[src/rtl/prbs_test_ctrl.sv]
// ----------------------------------------------------------------------------
// prbs_test_ctrl
// Sequencer for a PRBS link test on the recovered RX user clock. One test
// runs as follows:
//   1. Hold the PRBS checker in reset.
//   2. Wait until the checker reports LOCK_BEATS consecutive clean beats,
//      giving up after LOCK_TIMEOUT cycles.
//   3. Count valid beats and error beats over a window latched at start.
//   4. Report pass/fail against an error threshold latched at start.
// Every output is driven from a flop.
// ----------------------------------------------------------------------------
module prbs_test_ctrl #(
  parameter int CHK_RST_CYC  = 16,
  parameter int LOCK_BEATS   = 64,
  parameter int LOCK_TIMEOUT = 4096
) (
  input  logic        rx_user_clk_i,
  input  logic        rx_user_rstn_i,
  input  logic        start_i,
  input  logic        abort_i,
  input  logic [31:0] window_i,
  input  logic [15:0] thr_i,
  input  logic        rx_valid_i,
  input  logic        chk_err_i,
  output logic        chk_rst_o,
  output logic        busy_o,
  output logic        done_o,
  output logic        pass_o,
  output logic        lock_fail_o,
  output logic [15:0] err_cnt_o,
  output logic [31:0] beat_cnt_o
);

  // Counter widths are sized to hold their terminal values.
  localparam int CLR_W = $clog2(CHK_RST_CYC + 1);
  localparam int RUN_W = $clog2(LOCK_BEATS + 1);
  localparam int TMO_W = $clog2(LOCK_TIMEOUT + 1);

  // Terminal values are "last value before the event". Each transition is
  // taken on the edge that completes the count, so the next state begins on
  // the following cycle.
  localparam logic [CLR_W-1:0] CLR_LAST = CLR_W'(CHK_RST_CYC - 1);
  localparam logic [RUN_W-1:0] RUN_LAST = RUN_W'(LOCK_BEATS - 1);
  localparam logic [TMO_W-1:0] TMO_LAST = TMO_W'(LOCK_TIMEOUT - 1);
  localparam logic [15:0]      ERR_MAX  = 16'hFFFF;

  typedef enum logic [2:0] {
    S_IDLE = 3'd0,
    S_CLR  = 3'd1,
    S_LOCK = 3'd2,
    S_MEAS = 3'd3,
    S_DONE = 3'd4
  } state_t;

  state_t           state;
  logic [CLR_W-1:0] clr_cnt;
  logic [RUN_W-1:0] run_cnt;
  logic [TMO_W-1:0] tmo_cnt;
  logic [31:0]      win_lat;
  logic [15:0]      thr_lat;

  logic             good_beat;
  logic             bad_beat;
  logic             clr_last;
  logic             lock_hit;
  logic             tmo_hit;
  logic             win_hit;
  logic [15:0]      err_next;
  logic             meas_pass;
  logic [31:0]      win_start;

  // Saturating increment for the 16-bit error counter.
  function automatic logic [15:0] sat_inc16(input logic [15:0] v);
    sat_inc16 = (v == ERR_MAX) ? v : (v + 16'd1);
  endfunction

  // Decode of beat qualifiers and counter terminal conditions.
  always_comb begin
    good_beat = rx_valid_i & ~chk_err_i;
    bad_beat  = rx_valid_i &  chk_err_i;
    clr_last  = (clr_cnt == CLR_LAST);
    // The beat that completes the clean run triggers lock.
    lock_hit  = good_beat & (run_cnt == RUN_LAST);
    tmo_hit   = (tmo_cnt == TMO_LAST);
    // win_lat is never 0, so the decrement cannot wrap.
    win_hit   = rx_valid_i & (beat_cnt_o == (win_lat - 32'd1));
    err_next  = bad_beat ? sat_inc16(err_cnt_o) : err_cnt_o;
    // Pass compares the count that includes the final beat's error.
    meas_pass = (err_next <= thr_lat);
    // A zero window would never terminate, so it runs as a one-beat window.
    win_start = (window_i == 32'd0) ? 32'd1 : window_i;
  end

  // Test sequencer FSM: state, internal counters and all registered outputs.
  always_ff @(posedge rx_user_clk_i) begin
    if (!rx_user_rstn_i) begin
      state       <= S_IDLE;
      clr_cnt     <= '0;
      run_cnt     <= '0;
      tmo_cnt     <= '0;
      win_lat     <= 32'd0;
      thr_lat     <= 16'd0;
      chk_rst_o   <= 1'b1;
      busy_o      <= 1'b0;
      done_o      <= 1'b0;
      pass_o      <= 1'b0;
      lock_fail_o <= 1'b0;
      err_cnt_o   <= 16'd0;
      beat_cnt_o  <= 32'd0;
    end else begin
      done_o <= 1'b0;
      if (abort_i) begin
        // Abort beats start and leaves the counters frozen for inspection.
        state       <= S_IDLE;
        chk_rst_o   <= 1'b0;
        busy_o      <= 1'b0;
        pass_o      <= 1'b0;
        lock_fail_o <= 1'b0;
      end else begin
        case (state)
          S_IDLE, S_DONE: begin
            if (start_i) begin
              state       <= S_CLR;
              clr_cnt     <= '0;
              win_lat     <= win_start;
              thr_lat     <= thr_i;
              chk_rst_o   <= 1'b1;
              busy_o      <= 1'b1;
              pass_o      <= 1'b0;
              lock_fail_o <= 1'b0;
              err_cnt_o   <= 16'd0;
              beat_cnt_o  <= 32'd0;
            end else begin
              chk_rst_o <= 1'b0;
              busy_o    <= 1'b0;
            end
          end

          S_CLR: begin
            if (clr_last) begin
              state     <= S_LOCK;
              chk_rst_o <= 1'b0;
              run_cnt   <= '0;
              tmo_cnt   <= '0;
            end else begin
              clr_cnt   <= clr_cnt + CLR_W'(1);
            end
          end

          S_LOCK: begin
            tmo_cnt <= tmo_cnt + TMO_W'(1);
            if (good_beat) begin
              run_cnt <= run_cnt + RUN_W'(1);
            end else if (bad_beat) begin
              run_cnt <= '0;
            end else begin
              run_cnt <= run_cnt;
            end
            // Lock is checked first, so it wins a same-cycle timeout.
            if (lock_hit) begin
              state <= S_MEAS;
            end else if (tmo_hit) begin
              state       <= S_DONE;
              busy_o      <= 1'b0;
              done_o      <= 1'b1;
              pass_o      <= 1'b0;
              lock_fail_o <= 1'b1;
            end else begin
              state <= S_LOCK;
            end
          end

          S_MEAS: begin
            if (rx_valid_i) begin
              beat_cnt_o <= beat_cnt_o + 32'd1;
              err_cnt_o  <= err_next;
            end else begin
              beat_cnt_o <= beat_cnt_o;
              err_cnt_o  <= err_cnt_o;
            end
            if (win_hit) begin
              state       <= S_DONE;
              busy_o      <= 1'b0;
              done_o      <= 1'b1;
              pass_o      <= meas_pass;
              lock_fail_o <= 1'b0;
            end else begin
              state <= S_MEAS;
            end
          end

          default: begin
            state     <= S_IDLE;
            chk_rst_o <= 1'b0;
            busy_o    <= 1'b0;
          end
        endcase
      end
    end
  end

endmodule
[config.mk]
export PLATFORM = sky130hd
export DESIGN_NAME = prbs_test_ctrl
export DESIGN_NICKNAME = d
export VERILOG_FILES = /design/src/rtl/prbs_test_ctrl.sv
export SDC_FILE = /design/constraint.sdc
export NUM_CORES = 1
export LEC_CHECK = 0
export BUFFER_PORTS_ARGS = -buffer_cell sky130_fd_sc_hd__buf_2
export CAP_MARGIN = 5
export CORE_ASPECT_RATIO = 0.5
export CORE_MARGIN = 5
export CORE_UTILIZATION = 56
export CTS_CLUSTER_SIZE = 25
export DETAILED_ROUTE_END_ITERATION = 10
export PLACE_DENSITY = 0.76
export SLEW_MARGIN = 20
export SYNTH_ARGS = -nofsm -noshare
export SYNTH_HDL_FRONTEND = slang
export SYNTH_SLANG_ARGS = --single-unit
[constraint.sdc]
create_clock -name rx_user_clk_i -period 11.75 [get_ports rx_user_clk_i]
set_input_delay 1.175 -clock rx_user_clk_i [delete_from_list [all_inputs] [get_ports rx_user_clk_i]]
set_output_delay 1.175 -clock rx_user_clk_i [all_outputs]
set_load 0.005 [all_outputs]
-- Word level (Yosys, flattened, before mapping)
Index checks and enable logic that the tools add are counted.
- register bits: 129
- latch bits: 0
- RAM bits: 0
- bits in read-only memories: 0
- bits of input ports: 54
- memories kept: 0
- add/subtract/negate cells: 6
- multipliers: 0
- div/mod/pow operators: 0
- order comparisons: 1
- equal/unequal tests: 19
- shift-type cells: 0
- multiplexer cells: 42
- bitwise gates (word level): 8
- reduce and logical (&&, ||, !) cells: 18
- operators by type and width (operator ; number):
    32-bit 2-to-1 mux ; 3
    16-bit 2-to-1 mux ; 4
    32-bit case mux with 2 select lines ; 1
    32-bit by 1-bit adder with 32-bit output (second input constant) ; 1
    32-bit equality test ; 1
    32-bit zero test ; 1
    16-bit case mux with 2 select lines ; 1
    32-bit by 1-bit subtractor with 32-bit output (second input constant) ; 1
    13-bit case mux with 2 select lines ; 1
    7-bit 2-to-1 mux ; 3
    16-bit by 1-bit adder with 16-bit output (second input constant) ; 1
    16-bit equality test (second input constant) ; 1
    16-bit <= comparator ; 1
    4-bit AND reduction ; 4
    3-bit 2-to-1 mux ; 5
    2-bit inequality test (second input constant) ; 7
    7-bit case mux with 2 select lines ; 1
    13-bit by 1-bit adder with 13-bit output (second input constant) ; 1
    13-bit by 12-bit equality test with 1-bit output (second input constant) ; 1
    1-bit 2-to-1 mux ; 13
    13-bit 2-to-1 mux ; 1
    3-bit case mux with 4 select lines ; 1
    5-bit 2-to-1 mux ; 2
    5-bit case mux with 2 select lines ; 1
    other kinds (21) ; 37

-- Depth between registers and ports, before layout
- depth after elaboration: 6
- depth in mapped cells: 17
- depth with buffers taken out: 17

-- Worst setup path after synthesis
Ideal clock, no wire load.
- path type: in2reg
- start: input port chk_err_i
- end: register pass_o
- setup time: 0.073 ns
- data arrival time: 3.888 ns
- required time: 11.677 ns
- slack: 7.788 ns
- cell stages on the path: 15
- path buffers: 0
- path through: nand2_1 -> a21oi_1 -> nand3_1 -> nor2_1 -> and3_1 -> xor2_1 -> ha_1 -> a21o_1 -> a21o_1 -> a21oi_1 -> o21ai_0 -> nor3_1 -> o21ai_0 -> mux2_4 -> o22ai_2
- longest elaborated chain between the ends: 5
- elaborated cells between the ends (all ways): 10
- ends and longest elaborated chain (item ; line ; source):
    from (decl) ; 24 ; input logic chk_err_i,
    1-bit bitwise AND or 1-bit inverter (tied branches) ; 80, 79 ;
    16-bit 2-to-1 mux or 1-bit bitwise AND (tied branches) ; 87, 79 ;
    16-bit <= comparator or 1-bit bitwise AND (tied branches) ; 89, 83 ;
    1-bit 2-to-1 mux or 2-bit inequality test (tied branches) ; n/a ;
    1-bit case mux with 3 select lines or 5-bit AND reduction (tied branches) ; n/a ;
    to (signal assigned) ; 185 ; pass_o <= meas_pass;
    to (decl) ; 28 ; output logic pass_o,
Several ways; a longest one is shown, not always the timed one. The select of a mux whose other input is x is not followed.
A chain may end at the register's enable or synchronous reset.

-- Final worst setup path
- start: register err_cnt_o[0]
- end: register pass_o
- longest elaborated chain between the ends: 6
- elaborated cells between the ends (all ways): 7
- ends and longest elaborated chain (item ; line ; source):
    from (decl) ; 30 ; output logic [15:0] err_cnt_o,
    from (signal assigned) ; 176 ; err_cnt_o <= err_next;
    from (signal assigned) ; 179 ; err_cnt_o <= err_cnt_o;
    16-bit by 1-bit adder with 16-bit output or 16-bit equality test (tied branches) ; 74 ; sat_inc16 = (v == ERR_MAX) ? v : (v + 16'd1);
    16-bit 2-to-1 mux ; 74 ;
    16-bit 2-to-1 mux (*) ; 87 ; err_next = bad_beat ? sat_inc16(err_cnt_o) : err_cnt_o;
    16-bit <= comparator (*) ; 89 ; meas_pass = (err_next <= thr_lat);
    1-bit 2-to-1 mux (*) ; 181 ; if (win_hit) begin
    1-bit case mux with 3 select lines (*) ; 120 ; case (state)
Every way passes the cells marked *; elsewhere a longest branch is shown, timed or not. The select of a mux whose other input is x is not followed.

==> run summary <==
DRT antenna net count: 0
Maxcap violations: 0
Clock Tree Buf Depth: 2
Final WS setup: 7.19 ns
Average cell area after synthesis: 7.88 um2
Clock Skew: 0.00769 ns
Crit path launch type: flip-flop
Comb pwr share: 10.5%
Hold_buf cts: 0
RR Startpoint: err_cnt_o[0]
Pint: 0.853 mW
FMAX: 0.219 GHz
Die Ht: 90.8 um
Root buffer cell: clkbuf_16
Sw Share: 24.0%
FF-to-FF End: pass_o
CTS H-tree depth: 4
Synth area leaders: dfxtp_1 35%, nand2_1 7.8%, xor2_1 5.9%
Largest delay contributor family on the critical path: simple AND/OR/NAND/NOR gates
Utilization after layout: 67.2%
Post-place instance area: 7950 um2
Global Route Usage Sum: 23.6%
Layout cells sized above 1: 15.5%
Worst Hold End: thr_lat[3]
Post-synth top area cell: dfxtp_1
CP arrival: 4.89 ns
Kind of critical path: reg -> reg
Synth Warn #: 0
Post-Syn Area: 7320 um2
Clock network power share: 48.7%
Nets: 1093
Multi-input gate area: 4480 um2
Initial antenna violation count: 0
Sw power: 0.269 mW
DRC viols: 0
Post-CTS Setup Bufs: 0
PortBufs: 106
Yosys reg bits: 129
Crit-path cells: ha_1 > inv_1 > nor4_1 > a21oi_1 > nand3_1 > nor2_1 > and3_1 > xor2_1 > ha_1 > a21o_1 > a21o_1 > a21oi_1 > o21ai_0 > nor3_1 > o21ai_0 > mux2_4 > o22ai_2
Largest net degree at the start of global routing: 85
Antenna Cells: 0
Wire length of the first global-routing pass: 30500 um
Layout fillers: 1083
Unique masters post-synth: 58
CTS sink cnt: 129
DR vias/cell: 5.68
Worst path max stage delay: 0.77 ns
RePlAce Congestion: 0.891
PwrDens: 131 nW/um2
Status: finished, final reports clean
Critical Path RT: 12.09 ns
DP HPWL: 13100 um
Post-synth top flop: dfxtp_1
Top-Level Pins: 107
Synth async-reset ratio: 0%
Full die area: 15600 um2
Post-cts sizing count: 0
Flop pwr share: 40.8%
Total CTS buffers: 17
Via count: 6813
Reg clk slew, reported paths: 0.06 ns
WHS: 0.464 ns
Slowest cell on the critical path: nor4_1
Starting Density: 57.5%
Max VDD drop: 0.0000892 V
Layout area overhead: 17.0%
Slew @ Worst Pin: 0.887 ns
Area share of the largest cell type after synthesis: 35.3%
DR WL/cell: 15.1 um
Leak: 3.41 nW
Final instance area: 8560 um2
Post-route non-filler standard cell count: 1199
Dpl ws: 7.18 ns
Post-synthesis sequential area ratio: 35.3%
Buf/Inv on CP: 1
Cells on worst reg2reg path: 17
Sum of negative setup slack: 0 ns
CTS tree: built
Pins Over Slew Limit: 0
Placed cell count: 1167
Number of synthesized flops with an enable pin: 0
Max-slew headroom: 40.3%
Core Rows: 29
Die W: 172 um
RSZ-0062 raised after global routing: no
Setup-failing EPs final: 0
Post-Syn Nets: 1005
Period minus WS final: 4.56 ns
Vias in the first global route: 6337
Reg area: 2580 um2
R2R Setup Slk: 7.19 ns
Hold depth: 2
Total grt overflow: 0
Final WL: 18100 um
Clk_lat worst skew: 0.41 ns
Worst hold path type: reg -> reg
HP Start: thr_lat[3]
Max FO, Critical Path: 9
Drt pass-1 iters: 5
Pwr Total: 1.12 mW
Synth Instances: 928
Hold Vio Cnt, Final: 0
CP Capture Type: flip-flop
DR iter-0 viols: 486
Ratio of final minimum period to clock period: 38.8%
Total core area: 12700 um2
==> flip-flops by register name (all words and copies together), names as in the netlist, 3 cells and up <==
| name | flops |
|---|---|
| beat_cnt_o | 32 |
| state | 3 |
| clr_cnt | 5 |
| run_cnt | 7 |
| err_cnt_o | 16 |
| tmo_cnt | 13 |
| win_lat | 32 |
| thr_lat | 16 |
==> cells in the mapped netlist, types with 10 or more instances <==
master    count
xor2_1       49
xnor2_1      41
a21boi_0     48
or3_1        10
nand4_1      20
nor3_1       29
nor2b_1      35
and3_1       20
clkbuf_1     38
a22oi_1      12
nor2_1       77
nor4_1       19
dfxtp_1     129
inv_1        29
o21ai_0      28
a21oi_1      36
ha_1         23
nand2_1     153
nand3_1      29
==> power groups by stage <==
stage | logic, mW | registers [mW] | clock network (mW)
finish | 0.118 | 0.457 | 0.546
global route | 0.132 | 0.459 | 0.578
CTS | 0.117 | 0.457 | 0.554
detailed placement | 0.115 | 0.466 | 0
global placement | 0.113 | 0.466 | 0
floorplan | 0.0874 | 0.462 | 0
==> tightest hold or removal path: stages (launching register included) <==
cell and delay, ns:
dfxtp_1 0.31, nand2_1 0.05, a21boi_0 0.06
==> worst max-delay path by stage <==
stage | startpoint | end | slack [ns] | depth (start not counted)
3_5_place_dp | rx_valid_i | pass_o | 7.18 | 16
6_report | err_cnt_o[0] | pass_o | 7.19 | 17
5_1_grt | err_cnt_o[0] | pass_o | 6.73 | 17
3_3_place_gp | rx_valid_i | pass_o | 7.28 | 16
2_1_floorplan | chk_err_i | pass_o | 7.79 | 15
4_1_cts | err_cnt_o[0] | pass_o | 7.39 | 17
==> per-layer routing <==
layer	wire length (um)	GRT usage, %
met1	8510	32.5
met2	8210	37.1
met3	1040	4.37
met4	299	8.17
met5	0	0
==> kinds of logic (layout without fill, tap and decap cells) <==
| kind of cell | count (synthesis) | in the layout | share of synthesized area (%) |
|---|---|---|---|
| flip-flops | 129 | 129 | 35.3 |
| XOR/XNOR | 90 | 90 | 10.8 |
| buffers and inverters | 70 | 171 | 3.61 |
| adder cells (fa/ha/maj) | 23 | 23 | 3.93 |
| AO/OA/AOI/OAI | 171 | 171 | 16.0 |
| multiplexers | 5 | 5 | 0.787 |
| AND/OR/NAND/NOR | 440 | 440 | 29.7 |
==> cell usage in the layout (no fill, tap or decap), drive strengths merged, types with 3 or more instances in the layout <==
cell type	netlist	routed
a22oi	12	12
nor3	29	29
buf	3	110
nand2b	7	7
inv	29	29
nor3b	6	6
clkbuf	38	23
nand3b	3	3
mux2	3	3
a21o	4	4
a21boi	48	48
nor2b	35	35
o21a	7	7
a41oi	5	5
nand2	153	153
clkinv	0	4
xnor2	41	41
nand4b	4	4
bufinv	0	3
nand3	29	29
and3	20	20
nor2	77	77
nor4	19	19
a31oi	4	4
nand4	20	20
o31ai	4	4
and2	9	9
ha	23	23
o21ai	28	28
or4	9	9
a21oi	36	36
dfxtp	129	129
or3	10	10
xor2	49	49
and4	3	3
==> cell type report <==
type	count	area share, %
multi-input cells	729	52.3
flip-flops and latches	129	30.2
repair buffers	110	6.54
clock buffers	23	5.70
well taps	170	2.48
clock inverters	9	1.50
inverters	29	1.27
No activity file was read; power rests on OpenSTA's default activity.
